`src/rtl/i2c_sample_slave.sv`:
```
// Write-only I2C target: receives an address byte plus 8-bit samples, ACKs when addressed,
// and strobes each sample out. Optional input glitch filter: I2C_SLAVE_GLITCH_FILTER_EN.
module i2c_sample_slave #(
   parameter logic [6:0] SLAVE_ADDR = 7'h4D,
   parameter int         FILTER_LEN = 3
) (
   input  logic        clk,
   input  logic        reset,
   input  logic        scl_in,
   input  logic        sda_in,
   output logic        sda_oe,
   output logic [7:0]  data_out,
   output logic        data_valid,
   output logic        rw_bit,
   output logic        addr_match,
   output logic        busy,
   output logic [15:0] rx_count
);

   typedef enum logic [2:0] {S_IDLE, S_ADDR, S_ADDR_ACK, S_DATA, S_DATA_ACK, S_IGNORE} state_t;

   logic [1:0] sync1_q, sync1_d, sync2_q, sync2_d;
   logic [1:0] line;

   always_comb begin
      sync1_d = {scl_in, sda_in};
      sync2_d = sync1_q;
   end

   always_ff @(posedge clk or negedge reset) begin
      if (!reset) begin
         sync1_q <= 2'b11;
         sync2_q <= 2'b11;
      end else begin
         sync1_q <= sync1_d;
         sync2_q <= sync2_d;
      end
   end

`ifdef I2C_SLAVE_GLITCH_FILTER_EN
   localparam int CW = (FILTER_LEN < 2) ? 1 : $clog2(FILTER_LEN);

   // Bit 1 is SCL, bit 0 is SDA; each line only follows its input after FILTER_LEN steady cycles.
   for (genvar gi = 0; gi < 2; gi++) begin : g_filt
      logic [CW-1:0] cnt_q, cnt_d;
      logic          filt_q, filt_d;

      always_comb begin
         cnt_d  = '0;
         filt_d = filt_q;
         if (sync2_q[gi] != filt_q) begin
            if (cnt_q == CW'(FILTER_LEN - 1)) filt_d = sync2_q[gi];
            else                              cnt_d  = cnt_q + 1'b1;
         end
      end

      always_ff @(posedge clk or negedge reset) begin
         if (!reset) begin
            cnt_q  <= '0;
            filt_q <= 1'b1;
         end else begin
            cnt_q  <= cnt_d;
            filt_q <= filt_d;
         end
      end

      assign line[gi] = filt_q;
   end
`else
   assign line = sync2_q;
`endif

   logic scl_prev_q, sda_prev_q;
   logic scl_rise, scl_fall, start_det, stop_det;

   // START/STOP require SCL steady high across both samples, so a simultaneous change is data.
   assign scl_rise  = line[1] & ~scl_prev_q;
   assign scl_fall  = ~line[1] & scl_prev_q;
   assign start_det = scl_prev_q & line[1] & sda_prev_q & ~line[0];
   assign stop_det  = scl_prev_q & line[1] & ~sda_prev_q & line[0];

   state_t      state_q, state_d;
   logic [3:0]  bit_cnt_q, bit_cnt_d;
   logic [7:0]  shreg_q, shreg_d;
   logic        sda_oe_q, sda_oe_d;
   logic [7:0]  data_out_q, data_out_d;
   logic        data_valid_q, data_valid_d;
   logic        rw_bit_q, rw_bit_d;
   logic        addr_match_q, addr_match_d;
   logic        busy_q, busy_d;
   logic [15:0] rx_count_q, rx_count_d;

   always_comb begin
      state_d      = state_q;
      bit_cnt_d    = bit_cnt_q;
      shreg_d      = shreg_q;
      sda_oe_d     = sda_oe_q;
      data_out_d   = data_out_q;
      data_valid_d = 1'b0;
      rw_bit_d     = rw_bit_q;
      addr_match_d = addr_match_q;
      busy_d       = busy_q;
      rx_count_d   = rx_count_q;

      if (start_det) begin
         busy_d       = 1'b1;
         addr_match_d = 1'b0;
         sda_oe_d     = 1'b0;
         bit_cnt_d    = 4'd0;
         state_d      = S_ADDR;
      end else if (stop_det) begin
         busy_d       = 1'b0;
         addr_match_d = 1'b0;
         sda_oe_d     = 1'b0;
         bit_cnt_d    = 4'd0;
         state_d      = S_IDLE;
      end else begin
         unique case (state_q)
            S_ADDR, S_DATA: begin
               if (scl_rise) begin
                  shreg_d   = {shreg_q[6:0], line[0]};
                  bit_cnt_d = bit_cnt_q + 4'd1;
                  if (bit_cnt_q == 4'd7) begin
                     if (state_q == S_DATA) begin
                        data_out_d   = shreg_d;
                        data_valid_d = 1'b1;
                        if (rx_count_q != 16'hFFFF) rx_count_d = rx_count_q + 16'd1;
                        state_d = S_DATA_ACK;
                     end else if (shreg_d[7:1] == SLAVE_ADDR) begin
                        rw_bit_d     = shreg_d[0];
                        addr_match_d = 1'b1;
                        state_d      = S_ADDR_ACK;
                     end else begin
                        state_d = S_IGNORE;
                     end
                  end
               end
            end
            // First SCL fall after bit 8 starts driving ACK; the next fall (end of 9th clock) ends it.
            S_ADDR_ACK, S_DATA_ACK: begin
               if (scl_fall) begin
                  if (!sda_oe_q) begin
                     sda_oe_d = 1'b1;
                  end else begin
                     sda_oe_d  = 1'b0;
                     bit_cnt_d = 4'd0;
                     state_d   = S_DATA;
                  end
               end
            end
            default: ;
         endcase
      end
   end

   always_ff @(posedge clk or negedge reset) begin
      if (!reset) begin
         scl_prev_q   <= 1'b1;
         sda_prev_q   <= 1'b1;
         state_q      <= S_IDLE;
         bit_cnt_q    <= 4'd0;
         shreg_q      <= 8'h00;
         sda_oe_q     <= 1'b0;
         data_out_q   <= 8'h00;
         data_valid_q <= 1'b0;
         rw_bit_q     <= 1'b0;
         addr_match_q <= 1'b0;
         busy_q       <= 1'b0;
         rx_count_q   <= 16'h0000;
      end else begin
         scl_prev_q   <= line[1];
         sda_prev_q   <= line[0];
         state_q      <= state_d;
         bit_cnt_q    <= bit_cnt_d;
         shreg_q      <= shreg_d;
         sda_oe_q     <= sda_oe_d;
         data_out_q   <= data_out_d;
         data_valid_q <= data_valid_d;
         rw_bit_q     <= rw_bit_d;
         addr_match_q <= addr_match_d;
         busy_q       <= busy_d;
         rx_count_q   <= rx_count_d;
      end
   end

   assign sda_oe     = sda_oe_q;
   assign data_out   = data_out_q;
   assign data_valid = data_valid_q;
   assign rw_bit     = rw_bit_q;
   assign addr_match = addr_match_q;
   assign busy       = busy_q;
   assign rx_count   = rx_count_q;

endmodule
```
`config.mk`:
```
export PLATFORM = sky130hd
export DESIGN_NAME = i2c_sample_slave
export DESIGN_NICKNAME = d
export VERILOG_FILES = /design/src/rtl/i2c_sample_slave.sv
export SDC_FILE = /design/constraint.sdc
export NUM_CORES = 1
export LEC_CHECK = 0
export ABC_AREA = 0
export ABC_CLOCK_PERIOD_IN_PS = 1700
export CORE_ASPECT_RATIO = 0.7
export CORE_MARGIN = 8
export CORE_UTILIZATION = 45
export CTS_CLUSTER_DIAMETER = 30
export CTS_CLUSTER_SIZE = 24
export DETAILED_ROUTE_END_ITERATION = 8
export DONT_BUFFER_PORTS = 1
export PLACE_DENSITY = 0.58
export SLEW_MARGIN = 20
export SYNTH_ARGS = -nofsm -noshare
export SYNTH_HDL_FRONTEND = slang
export SYNTH_SLANG_ARGS = --single-unit
```
`constraint.sdc`:
```
create_clock -name clk -period 1.7 [get_ports clk]
set_input_delay 0.34 -clock clk [delete_from_list [all_inputs] [get_ports clk]]
set_output_delay 0.34 -clock clk [all_outputs]
set_load 0.02 [all_outputs]
```
Word level (Yosys, flattened, before mapping). Cells that the tools add are included.

Bits in registers: 49. Output and inout bits: 29.

Add/sub/neg operators: 2. Equality and inequality tests: 12. Multiplexer cells: 35. Bitwise gates (word level): 14. Reduce and logical (&&, ||, !) cells: 18.

Operators by type and width (count): 3-bit two-way mux (8); 1-bit two-way mux (20); 4-bit two-way mux (5); 3-bit nonzero test (6); 16-bit by 1-bit adder with 16-bit output (second input constant) (1); 16-bit inequality test (second input constant) (1); 4-bit inequality test (second input constant) (4); 7-bit AND reduction (2); 5-bit AND reduction (2); 4-bit one-hot mux with 2 select lines (1); 4-bit AND reduction (2); 1-bit bitwise AND (7); 7-bit equality test (second input constant) (1); 1-bit inverter (7); 3-bit by 2-bit equality test with 1-bit output (second input constant) (2); 3-bit one-hot mux with 2 select lines (1); 6-bit AND reduction (1); 4-bit by 1-bit adder with 4-bit output (second input constant) (1); 4-bit by 3-bit equality test with 1-bit output (second input constant) (1); 4-bit nonzero test (1); 2-bit OR reduction (2); 3-bit by 1-bit equality test with 1-bit output (second input constant) (1); 3-bit equality test (second input constant) (1); 3-bit inequality test (second input constant) (1); other kinds (2) (2).

Logic depth before layout (Yosys ltp).
Depth after elaboration: 8. Gate-level depth with buffers: 7. Gate-level depth less buffers: 6.

Worst setup path before layout. No wires, ideal clock.

Path kind: reg2reg. Start point: reg rx_count_q[0], in the netlist rx_count[0]. End point: reg rx_count_q[1], in the netlist rx_count[1]. Arrival time: 1.717 ns. Required time: 1.575 ns. Slack: -0.142 ns. Stages on the path, launching flop included: 6. Clock period less this slack: 1.842 ns. Path through: dfrtp_1 ha_1 nand3_1 nor4_4 a31oi_2 mux2_4.

Longest elaborated chain between the ends: 2. Elaborated cells on any way between the ends: 3. Those cells by class: add/sub (1); eq/ne (1); reduce/logical (1).

Ends and longest elaborated chain: from (decl) (line 91) `logic [15:0] rx_count_q, rx_count_d;`; from (signal assigned) (line 182) `rx_count_q <= rx_count_d;`; branches (longest 2 deep; another with 16-bit by 1-bit adder with 16-bit output).

Several ways; the timed one is not identified. A chain may end at the register's enable or synchronous reset.

Worst setup path after layout.
Start point: reg bit_cnt_q[0]. End point: reg rx_count_q[13], in the netlist rx_count[13].

Longest elaborated chain between the ends: 2.

Ends and longest elaborated chain: from (decl) (line 83) `logic [3:0] bit_cnt_q, bit_cnt_d;`; from (signal assigned) (line 174) `bit_cnt_q <= bit_cnt_d;`; 4-bit by 3-bit equality test with 1-bit output (line 123) `if (bit_cnt_q == 4'd7) begin`; 7-bit AND reduction (no source line).

Every way passes these cells.

==> flow_summary.ini <==
[clock_network]
cts.htree.levels = 2
clk_latency_ns = 0.30
cts_root_buf = clkbuf_8
clock_path_buffers = 2
cts_buffers = 5
cts_tree = done
clkSlewWorstSetupHoldPaths_ns = 0.09
clkSinkCount = 49

[cells_and_area]
layout-drive-gt1-share_pct = 39.02
final-seq-area_mm2 = 0.001242
multi_input_area_mm2 = 0.001085
diodes = 0
fin_area_mm2 = 0.002878
nNetsFinal = 251
area_delta_synth_final_pct = 26.10
utilization_pct = 59.52
n_fill_cell = 426

[timing]
fin_ws_ns = 0.02300
min_period_ns = 1.677
rsz0062_at_grt = true
max_slew.worst_pin.slew_ns = 0.3994
drv_slew = 0
fin_skew_ns = 0.01016
setup_viol = 0
period_share_pct = 98.65
slew_headroom_pct = 73.32
setup_tns_ns = 0
fmax_ghz = 0.5963
hold_viol = 0

[synthesis]
synth_top_family_by_area = simple AND/OR/NAND/NOR gates
synth_flop_cell = dfrtp_1
synthTopCellsByArea = dfrtp_1 47%, dfstp_2 6.9%, mux2_2 4.9%
yosys-mux-area-fraction_pct = 6.031
yosysWarnings = 0
ys_types = 52
syn_inst = 204
ys_top_cells_by_count = 43 x dfrtp_1, 29 x nand2_1, 10 x mux2_2, 10 x xor2_1, 8 x inv_1
syn_area_mm2 = 0.002282
synthArstFlopShare_pct = 100.0
synth_compound_area_share_pct = 8.991
synthAdderAreaFrac_pct = 1.096
synth_edf_count = 0
synth_xor_area_share_pct = 4.605
ys_ff_latch = 49
yosysSeqAreaShare_pct = 54.06
yosysMostFrequentCell = dfrtp_1
postSynthAreaPerCell_um2 = 11.19
yosys.area_share.simple_pct = 22.53
synthesis.nets = 210
synth_top_area_share_pct = 47.15
yosysTopAreaCell = dfrtp_1

[power_and_ir_drop]
powerDensity_mw_per_mm2 = 1047
peakVddDrop_v = 0.0006333
power_mw = 3.013
p_leak_nw = 1.373

[status]
status = finished clean

[floorplanning]
coreArea_mm2 = 0.004835
initial_core_util_pct = 47.20
die_area_mm2 = 0.007642
die_y_um = 75.58
floorplan.rows = 21
die_w_um = 101.1
io_pins = 33

[global_route]
antenna_found_initial = 0
grt_pass1_vias = 1693
grt_max_degree = 50
grt_pass1_wl_um = 8424
grt_overflow_total = 0
track_usage_pct = 14.08

[placement]
placed_area_mm2 = 0.002608
gp_congestion = 0.9097
hpwlAfterDp_um = 3653
numPortBuffers = 0
pre_cts_ws_ns = -0.02228

[route]
via_per_inst = 5.495
vias = 1731
routedWlPerCell_um = 16.37
ant_nets = 0
wl_met1_um = 2364
wl_met2_um = 2379
dr.max_layer_used = met4
drcViolationCount = 0
drt-total-wl_um = 5158
initialDrtViolationCount = 97
wl_met3_um = 404
drt-pass1-iter-count = 4

[setup_path]
worstPathRequired_ns = 1.88
cp.arrival_ns = 1.85
critical_path.max_fanout = 5
crit_type = flop to flop
startpoint_type = flop
end_kind = flop

[hold_path]
holdCritPathClass = primary input to flop

[flow_run]
drv_cap = 0
-- cell usage in the layout, fill, tap and decap left out, types with 3 or more instances in the layout --
master,instances
clkbuf_8,6
nor3b_1,3
dfstp_2,6
inv_1,8
dfrtp_2,7
o21ai_0,4
and3_1,4
nor4_2,3
a21oi_1,5
dfrtp_1,36
mux2_2,10
a31oi_1,4
nor3_2,4
buf_4,37
xor2_1,10
nand3b_1,3
nand2b_1,4
nand2_1,29
nor2_1,5
nand4_1,3
-- stage by stage --
step / hold WS, ns / cells
2_1_floorplan: 0.04441 / 204
3_3_place_gp: 0.04639 / 301
3_5_place_dp: 0.04627 / 301
4_1_cts: 0.02662 / 311
5_1_grt: 0.01812 / 315
6_report: 0.03783 / 315
-- flip-flops by register name (all words and copies together) (netlist names), 2 cells and up --
register and flops:
rx_count 16, sync1_q 2, line 2, shreg_q 7
bit_cnt_q 4, state_q 3, data_out 8
-- logic make-up (layout without fill, tap and decap cells) --
family,after synthesis,in the layout
AO/OA/AOI/OAI,30,30
XOR/XNOR,12,12
adder cells (fa/ha/maj),2,2
buffers and inverters,15,57
flip-flops,49,49
multiplexers,12,12
AND/OR/NAND/NOR,84,84
-- worst max-delay path, cell delays in order (launching register included) --
cell and delay [ns]:
dfrtp_1 0.38, ha_2 0.19, and3b_2 0.27, nand4_4 0.17, nor4_2 0.18, mux2_2 0.36
-- metal layers --
layer,vias to the layer above,GRT usage [%]
met2,53,22.89
li1,818,-
met4,0,2.956
met1,858,18.05
met5,-,0
met3,2,4.562
-- worst paths after layout --
check / cells after the start / slack (ns) / to / startpoint
worst max-delay path: 5 / 0.02 / rx_count[13]$_DFFE_PN0P_ / bit_cnt_q[0]$_DFFE_PN0P_
worst min-delay path: 0 / 0.04 / sync1_q[1]$_DFF_PN1_ / scl_in
worst max register to register: 5 / 0.02 / rx_count[13]$_DFFE_PN0P_ / bit_cnt_q[0]$_DFFE_PN0P_
worst min register to register: 0 / 0.36 / line[1]$_DFF_PN1_ / sync1_q[1]$_DFF_PN1_
max in group asynchronous: 2 / 0.89 / sync1_q[0]$_DFF_PN1_ / reset
min in group asynchronous: 2 / 0.54 / bit_cnt_q[1]$_DFFE_PN0P_ / reset
-- final cells by class --
class | instances | share of cell area [%]
Timing Repair Buffer | 41 | 11.74
Multi-Input combinational cell | 140 | 37.70
Inverter | 8 | 1.043
Clock inverter | 2 | 0.4783
Sequential cell | 49 | 43.17
Tap cell | 69 | 3.000
Clock buffer | 6 | 2.870
-- what timing repair did --
item | 4_1_cts | 5_1_grt
resized for setup | 2 | 22
pin swaps | 0 | 7
setup endpoints to repair | 13 | 28
hold buffers | 2 | 0
hold endpoints to repair | 49 | 0
buffers inserted | 0 | 4
-- report_power, final --
| group | internal (mW) | switching, mW |
|---|---|---|
| registers | 1.36 | 0.224 |
| clock network | 0.330 | 0.378 |
| logic | 0.375 | 0.344 |
No activity file was read; power rests on OpenSTA's default activity.
